--- src/rtl/sysid_access_arbiter_if.sv ---
// sysid_access_arbiter_if: requester, sys_id slave and ID-check signals of the arbiter
interface sysid_access_arbiter_if;
  logic m0_read;
  logic m0_address;
  logic m0_waitrequest;
  logic m0_readdatavalid;
  logic [31:0] m0_readdata;
  logic m1_read;
  logic m1_address;
  logic m1_waitrequest;
  logic m1_readdatavalid;
  logic [31:0] m1_readdata;
  logic sid_address;
  logic [31:0] sid_readdata;
  logic check_start;
  logic check_busy;
  logic check_done;
  logic check_pass;
  logic [31:0] check_id;
  logic [31:0] check_ts;
  modport master (
    output m0_read, m0_address, m1_read, m1_address, sid_readdata, check_start,
    input m0_waitrequest, m0_readdatavalid, m0_readdata,
    input m1_waitrequest, m1_readdatavalid, m1_readdata,
    input sid_address, check_busy, check_done, check_pass, check_id, check_ts
  );
  modport slave (
    input m0_read, m0_address, m1_read, m1_address, sid_readdata, check_start,
    output m0_waitrequest, m0_readdatavalid, m0_readdata,
    output m1_waitrequest, m1_readdatavalid, m1_readdata,
    output sid_address, check_busy, check_done, check_pass, check_id, check_ts
  );
endinterface

--- src/rtl/sysid_access_arbiter.sv ---
// sysid_access_arbiter: shares the sys_id slave between two requesters and an ID-check sequencer
module sysid_access_arbiter #(
  parameter int READ_LATENCY = 0,
  parameter logic [31:0] EXPECTED_ID = 32'h0400_0000,
  parameter logic [31:0] EXPECTED_TS = 32'h545A_70F2,
  parameter bit AUTO_CHECK = 1'b1
) (
  input logic clock,
  input logic reset,
  sysid_access_arbiter_if.slave bus
);
  typedef enum logic [1:0] {IDLE, ACCESS, RESPOND} state_t;
  typedef enum logic [1:0] {OWN_M0, OWN_M1, OWN_CHK} owner_t;
  localparam logic [2:0] LAT = 3'(READ_LATENCY);
  state_t state, state_n;
  owner_t owner;
  logic pending, last_grant, addr, free, grant0, grant1, busy, start_ok;
  logic [2:0] cnt;
  logic [31:0] data_reg;
  always_comb begin
    free = state == IDLE && !pending && !reset;
    grant0 = free && bus.m0_read && (!bus.m1_read || last_grant);
    grant1 = free && bus.m1_read && (!bus.m0_read || !last_grant);
    busy = pending || (state != IDLE && owner == OWN_CHK);
    start_ok = bus.check_start && !busy;
    state_n = state == IDLE ? ((pending || grant0 || grant1) ? ACCESS : IDLE)
            : state == ACCESS ? (cnt == 3'd0 ? RESPOND : ACCESS)
            : (owner == OWN_CHK && !addr) ? ACCESS : IDLE;
  end
  always_ff @(posedge clock) begin
    if (reset) state <= IDLE;
    else state <= state_n;
  end
  always_ff @(posedge clock) begin
    if (reset) begin
      pending <= AUTO_CHECK;
      last_grant <= 1'b1;
      owner <= OWN_M0;
      addr <= 1'b0;
      cnt <= 3'd0;
      data_reg <= '0;
      bus.m0_readdata <= '0;
      bus.m1_readdata <= '0;
      bus.check_done <= 1'b0;
      bus.check_pass <= 1'b0;
      bus.check_id <= '0;
      bus.check_ts <= '0;
    end else begin
      if (state == IDLE && pending) begin
        owner <= OWN_CHK;
        addr <= 1'b0;
        pending <= 1'b0;
        cnt <= LAT;
      end else if (grant0 || grant1) begin
        owner <= grant1 ? OWN_M1 : OWN_M0;
        addr <= grant1 ? bus.m1_address : bus.m0_address;
        last_grant <= grant1;
        cnt <= LAT;
      end
      if (state == ACCESS) begin
        cnt <= cnt - 3'd1;
        if (cnt == 3'd0) begin
          data_reg <= bus.sid_readdata;
          if (owner == OWN_M0) bus.m0_readdata <= bus.sid_readdata;
          if (owner == OWN_M1) bus.m1_readdata <= bus.sid_readdata;
        end
      end
      if (state == RESPOND && owner == OWN_CHK) begin
        if (!addr) begin
          bus.check_id <= data_reg;
          addr <= 1'b1;
          cnt <= LAT;
        end else begin
          bus.check_ts <= data_reg;
          bus.check_pass <= (bus.check_id == EXPECTED_ID) && (data_reg == EXPECTED_TS);
          bus.check_done <= 1'b1;
        end
      end
      if (start_ok) begin
        pending <= 1'b1;
        bus.check_done <= 1'b0;
        bus.check_pass <= 1'b0;
      end
    end
  end
  assign bus.m0_waitrequest = !grant0;
  assign bus.m1_waitrequest = !grant1;
  assign bus.m0_readdatavalid = state == RESPOND && owner == OWN_M0;
  assign bus.m1_readdatavalid = state == RESPOND && owner == OWN_M1;
  assign bus.sid_address = addr;
  assign bus.check_busy = busy;
endmodule

--- src/flat_wrapper.sv ---
// flat-port wrapper written by rule: the top's interface ports become plain ports
module sysid_access_arbiter_flat 
#(
  parameter int READ_LATENCY = 0,
  parameter logic [31:0] EXPECTED_ID = 32'h0400_0000,
  parameter logic [31:0] EXPECTED_TS = 32'h545A_70F2,
  parameter bit AUTO_CHECK = 1'b1
)
  (clock, reset, bus_m0_read, bus_m0_address, bus_m1_read, bus_m1_address, bus_sid_readdata, bus_check_start, bus_m0_waitrequest, bus_m0_readdatavalid, bus_m0_readdata, bus_m1_waitrequest, bus_m1_readdatavalid, bus_m1_readdata, bus_sid_address, bus_check_busy, bus_check_done, bus_check_pass, bus_check_id, bus_check_ts);
  sysid_access_arbiter_if bus_i ();
  input logic clock;
  input logic reset;
  input wire logic [$bits(bus_i.m0_read)-1:0] bus_m0_read;
  input wire logic [$bits(bus_i.m0_address)-1:0] bus_m0_address;
  input wire logic [$bits(bus_i.m1_read)-1:0] bus_m1_read;
  input wire logic [$bits(bus_i.m1_address)-1:0] bus_m1_address;
  input wire logic [$bits(bus_i.sid_readdata)-1:0] bus_sid_readdata;
  input wire logic [$bits(bus_i.check_start)-1:0] bus_check_start;
  output wire logic [$bits(bus_i.m0_waitrequest)-1:0] bus_m0_waitrequest;
  output wire logic [$bits(bus_i.m0_readdatavalid)-1:0] bus_m0_readdatavalid;
  output wire logic [$bits(bus_i.m0_readdata)-1:0] bus_m0_readdata;
  output wire logic [$bits(bus_i.m1_waitrequest)-1:0] bus_m1_waitrequest;
  output wire logic [$bits(bus_i.m1_readdatavalid)-1:0] bus_m1_readdatavalid;
  output wire logic [$bits(bus_i.m1_readdata)-1:0] bus_m1_readdata;
  output wire logic [$bits(bus_i.sid_address)-1:0] bus_sid_address;
  output wire logic [$bits(bus_i.check_busy)-1:0] bus_check_busy;
  output wire logic [$bits(bus_i.check_done)-1:0] bus_check_done;
  output wire logic [$bits(bus_i.check_pass)-1:0] bus_check_pass;
  output wire logic [$bits(bus_i.check_id)-1:0] bus_check_id;
  output wire logic [$bits(bus_i.check_ts)-1:0] bus_check_ts;
  assign bus_i.m0_read = bus_m0_read;
  assign bus_i.m0_address = bus_m0_address;
  assign bus_i.m1_read = bus_m1_read;
  assign bus_i.m1_address = bus_m1_address;
  assign bus_i.sid_readdata = bus_sid_readdata;
  assign bus_i.check_start = bus_check_start;
  assign bus_m0_waitrequest = bus_i.m0_waitrequest;
  assign bus_m0_readdatavalid = bus_i.m0_readdatavalid;
  assign bus_m0_readdata = bus_i.m0_readdata;
  assign bus_m1_waitrequest = bus_i.m1_waitrequest;
  assign bus_m1_readdatavalid = bus_i.m1_readdatavalid;
  assign bus_m1_readdata = bus_i.m1_readdata;
  assign bus_sid_address = bus_i.sid_address;
  assign bus_check_busy = bus_i.check_busy;
  assign bus_check_done = bus_i.check_done;
  assign bus_check_pass = bus_i.check_pass;
  assign bus_check_id = bus_i.check_id;
  assign bus_check_ts = bus_i.check_ts;
  sysid_access_arbiter #(.READ_LATENCY(READ_LATENCY), .EXPECTED_ID(EXPECTED_ID), .EXPECTED_TS(EXPECTED_TS), .AUTO_CHECK(AUTO_CHECK)) u_core (.clock(clock), .reset(reset), .bus(bus_i));
endmodule
--- config.mk ---
export PLATFORM = sky130hd
export DESIGN_NAME = sysid_access_arbiter_flat
export DESIGN_NICKNAME = d
export VERILOG_FILES = /design/src/rtl/sysid_access_arbiter_if.sv /design/src/rtl/sysid_access_arbiter.sv /design/src/flat_wrapper.sv
export SDC_FILE = /design/constraint.sdc
export NUM_CORES = 1
export LEC_CHECK = 0
export BUFFER_PORTS_ARGS = -buffer_cell sky130_fd_sc_hd__buf_2
export CORE_MARGIN = 8
export CORE_UTILIZATION = 58
export CTS_BUF_LIST = sky130_fd_sc_hd__clkbuf_8
export CTS_CLUSTER_DIAMETER = 60
export DETAILED_ROUTE_END_ITERATION = 10
export GPL_ROUTABILITY_DRIVEN = 0
export PLACE_DENSITY = 0.94
export SYNTH_ARGS = -nofsm -noshare
export SYNTH_HDL_FRONTEND = slang
export SYNTH_SLANG_ARGS = --single-unit
--- constraint.sdc ---
create_clock -name clock -period 2.69 [get_ports clock]
set_input_delay 0.538 -clock clock [delete_from_list [all_inputs] [get_ports clock]]
set_output_delay 0.538 -clock clock [all_outputs]
set_load 0.01 [all_outputs]
==> impl_metrics.json <==
{
  "io_pins": 175,
  "synth_top_cell_area_share": 0.5502,
  "cts_buffers": 17,
  "critPathTopFamily": "simple AND/OR/NAND/NOR gates",
  "slew_headroom": 0.2099,
  "via_count": 6108,
  "grt_antenna_before_repair": 0,
  "drv_cap": 0,
  "design_area_mm2": 0.007642,
  "tightest_slew_ns": 1.185,
  "setup_viol": 0,
  "end_kind": "output port",
  "cts_buffer_depth": 2,
  "cts_sinks": 172,
  "crit_path_cell_trace": "or2_2, nor3_1, nand3_1, buf_2",
  "crit_arrival_ns": 1.81,
  "core_area_mm2": 0.01070,
  "dieArea_mm2": 0.01437,
  "p_per_area_mw_per_mm2": 873.7,
  "diodes": 0,
  "grt_start_max_net_pins": 144,
  "worstHoldPathType": "primary input to flip-flop",
  "tns_ns": 0,
  "cts.clk_slew.worst_paths_ns": 0.09,
  "rsz0062_at_grt": "no",
  "clk_latency_ns": 0.44,
  "rows": 38,
  "first_pass_iters": 6,
  "drc": 0,
  "dp_cells": 1064,
  "worst_clock_skew_ns": 0.01719,
  "fin_crit_sh": 0.8741,
  "cts_tree": "yes",
  "synth_top_area_cell": "dfxtp_1",
  "die_h_um": 119.9,
  "multiInputGateArea_mm2": 0.002581,
  "finish.net_count": 984,
  "drt_iter0_markers": 588,
  "grt_overflow": 0,
  "syn-cell-area_mm2": 0.006259,
  "htree_levels": 4,
  "grt_pass1_wl_um": 29530,
  "synthTopCellsByArea": "dfxtp_1 (55%), nand2_1 (20%), a21oi_1 (13%), buf_2 (2.0%), nor4b_1 (1.7%)",
  "ctsResizeCount": 0,
  "drt-wirelength-per-cell_um": 16.89,
  "wl_um": 18490,
  "root_buffer": "clkbuf_8",
  "status": "completed",
  "cp_slowest_cell": "nor3_1",
  "dpl_cell_area_mm2": 0.007184,
  "synthTopCellsByCount": "nand2_1 (327), dfxtp_1 (172), a21oi_1 (163), buf_2 (25), clkbuf_1 (24)",
  "ant_nets": 0,
  "path_buf_inv": 1,
  "fin_hold_ws_ns": 0.3531,
  "worst_setup_path_start_kind": "flip-flop",
  "start_util": 0.5850,
  "post-route-min-period_ns": 2.351,
  "syn-num-nets": 836,
  "synth_ff_type": "dfxtp_1",
  "synth.distinct_cells": 33,
  "regArea_mm2": 0.003443,
  "yosys_warnings": 0,
  "crit_required_ns": 2.15,
  "synth_cells": 795,
  "fmax_mhz": 425.3,
  "hold_viol": 0,
  "power_mw": 6.677,
  "p_leak_nw": 3.099,
  "yosysMostFrequentCell": "nand2_1",
  "dieWidth_um": 119.9,
  "grt_usage": 0.2511,
  "worstSetupPathType": "flip-flop to output port",
  "drive_gt1_frac": 0.2314,
  "grt_pass1_vias": 5858,
  "place_hpwl_um": 12930,
  "reg2reg_setup_slack_ns": 0.39,
  "ys_seq_area_frac": 0.5502,
  "syn2layout_area_growth_pct": 22.11,
  "async_flop_share": 0,
  "avgSynthCellArea_um2": 7.872,
  "synth-seq-cells": 172,
  "post-cts-setup-buffers": 0,
  "cp_slowest_stage_delay_ns": 0.38,
  "fill_cells": 863,
  "holdBufCountCts": 0,
  "critical_path.max_fanout": 6,
  "port-buffer-count": 174,
  "ir_drop_v": 0.0004506,
  "via_per_inst": 5.578,
  "synth_edf_count": 0,
  "fin_cells": 1095,
  "slew_viol_final": 0
}
-- where the power goes --
group / internal (mW) / total (mW) / switching (mW)
clock: 1.14 / 2.07 / 0.932
sequential: 2.85 / 3.16 / 0.311
combinational: 0.508 / 1.45 / 0.940
-- path summary, 6_finish.rpt --
check,from,end,depth (start not counted)
setup / recovery,u_core.state[0],bus_m0_waitrequest,4
hold / removal,bus_sid_readdata[10],u_core.bus.m0_readdata[10],3
setup reg to reg,u_core.owner[0],u_core.bus.check_id[24],4
hold reg to reg,u_core.bus.check_ts[9],u_core.bus.check_ts[9],2
-- placed cells by master (no fill, tap or decap), types with 3 or more instances in the layout --
cell and instances:
a21oi_1 163, a22oi_1 3, buf_2 173, buf_4 9
bufinv_16 5, clkbuf_8 18, clkinv_2 3, dfxtp_1 172
inv_1 3, inv_6 3, nand2_1 327, nand2b_1 4
nand3_1 3, nand4_1 4, nor2_1 10, nor3_1 6
nor4_1 3, nor4b_1 12, o21a_1 3, o21ai_0 4
-- layout make-up --
cell class                      count  share of cell area
Timing Repair Buffer              184              0.1274
Inverter                            3            0.001473
Clock buffer                       18             0.03242
Tap cell                          140             0.02292
Clock inverter                     13             0.02750
Sequential cell                   172              0.4506
Multi-Input combinational cell    565              0.3378
-- worst min-delay path: cells and delay by family --
| kind | cells | cell delay, ns |
|---|---|---|
| compound gates | 1 | 0.05 |
| simple gates | 1 | 0.05 |
| buf+inv | 1 | 0.12 |
-- kinds of logic (layout without fill, tap and decap cells) --
logic type | after synthesis | in the layout | share of synthesized area
fa+ha+maj | 2 | 2 | 0.003998
simple gates | 383 | 383 | 0.2557
compound gates | 180 | 180 | 0.1497
flops | 172 | 172 | 0.5502
buf+inv | 58 | 218 | 0.04039
-- per-stage QoR --
stage | worst slack, ns | util
after floorplan | 0.9220 | -
after global placement | 0.6473 | 0.6716
after detailed placement | 0.5548 | 0.6716
after CTS | 0.3288 | 0.7144
after global routing | 0.1856 | 0.7144
final | 0.3387 | 0.7144
-- per-layer routing --
layer  up-vias  track usage  part of all wire
li1       2912            -                 -
met1      2854       0.3110              0.40
met2       302       0.4052              0.48
met3        40      0.06764             0.087
met4         0       0.1069             0.030
met5         -            0                 0
Power figures use the tool's default switching activity.
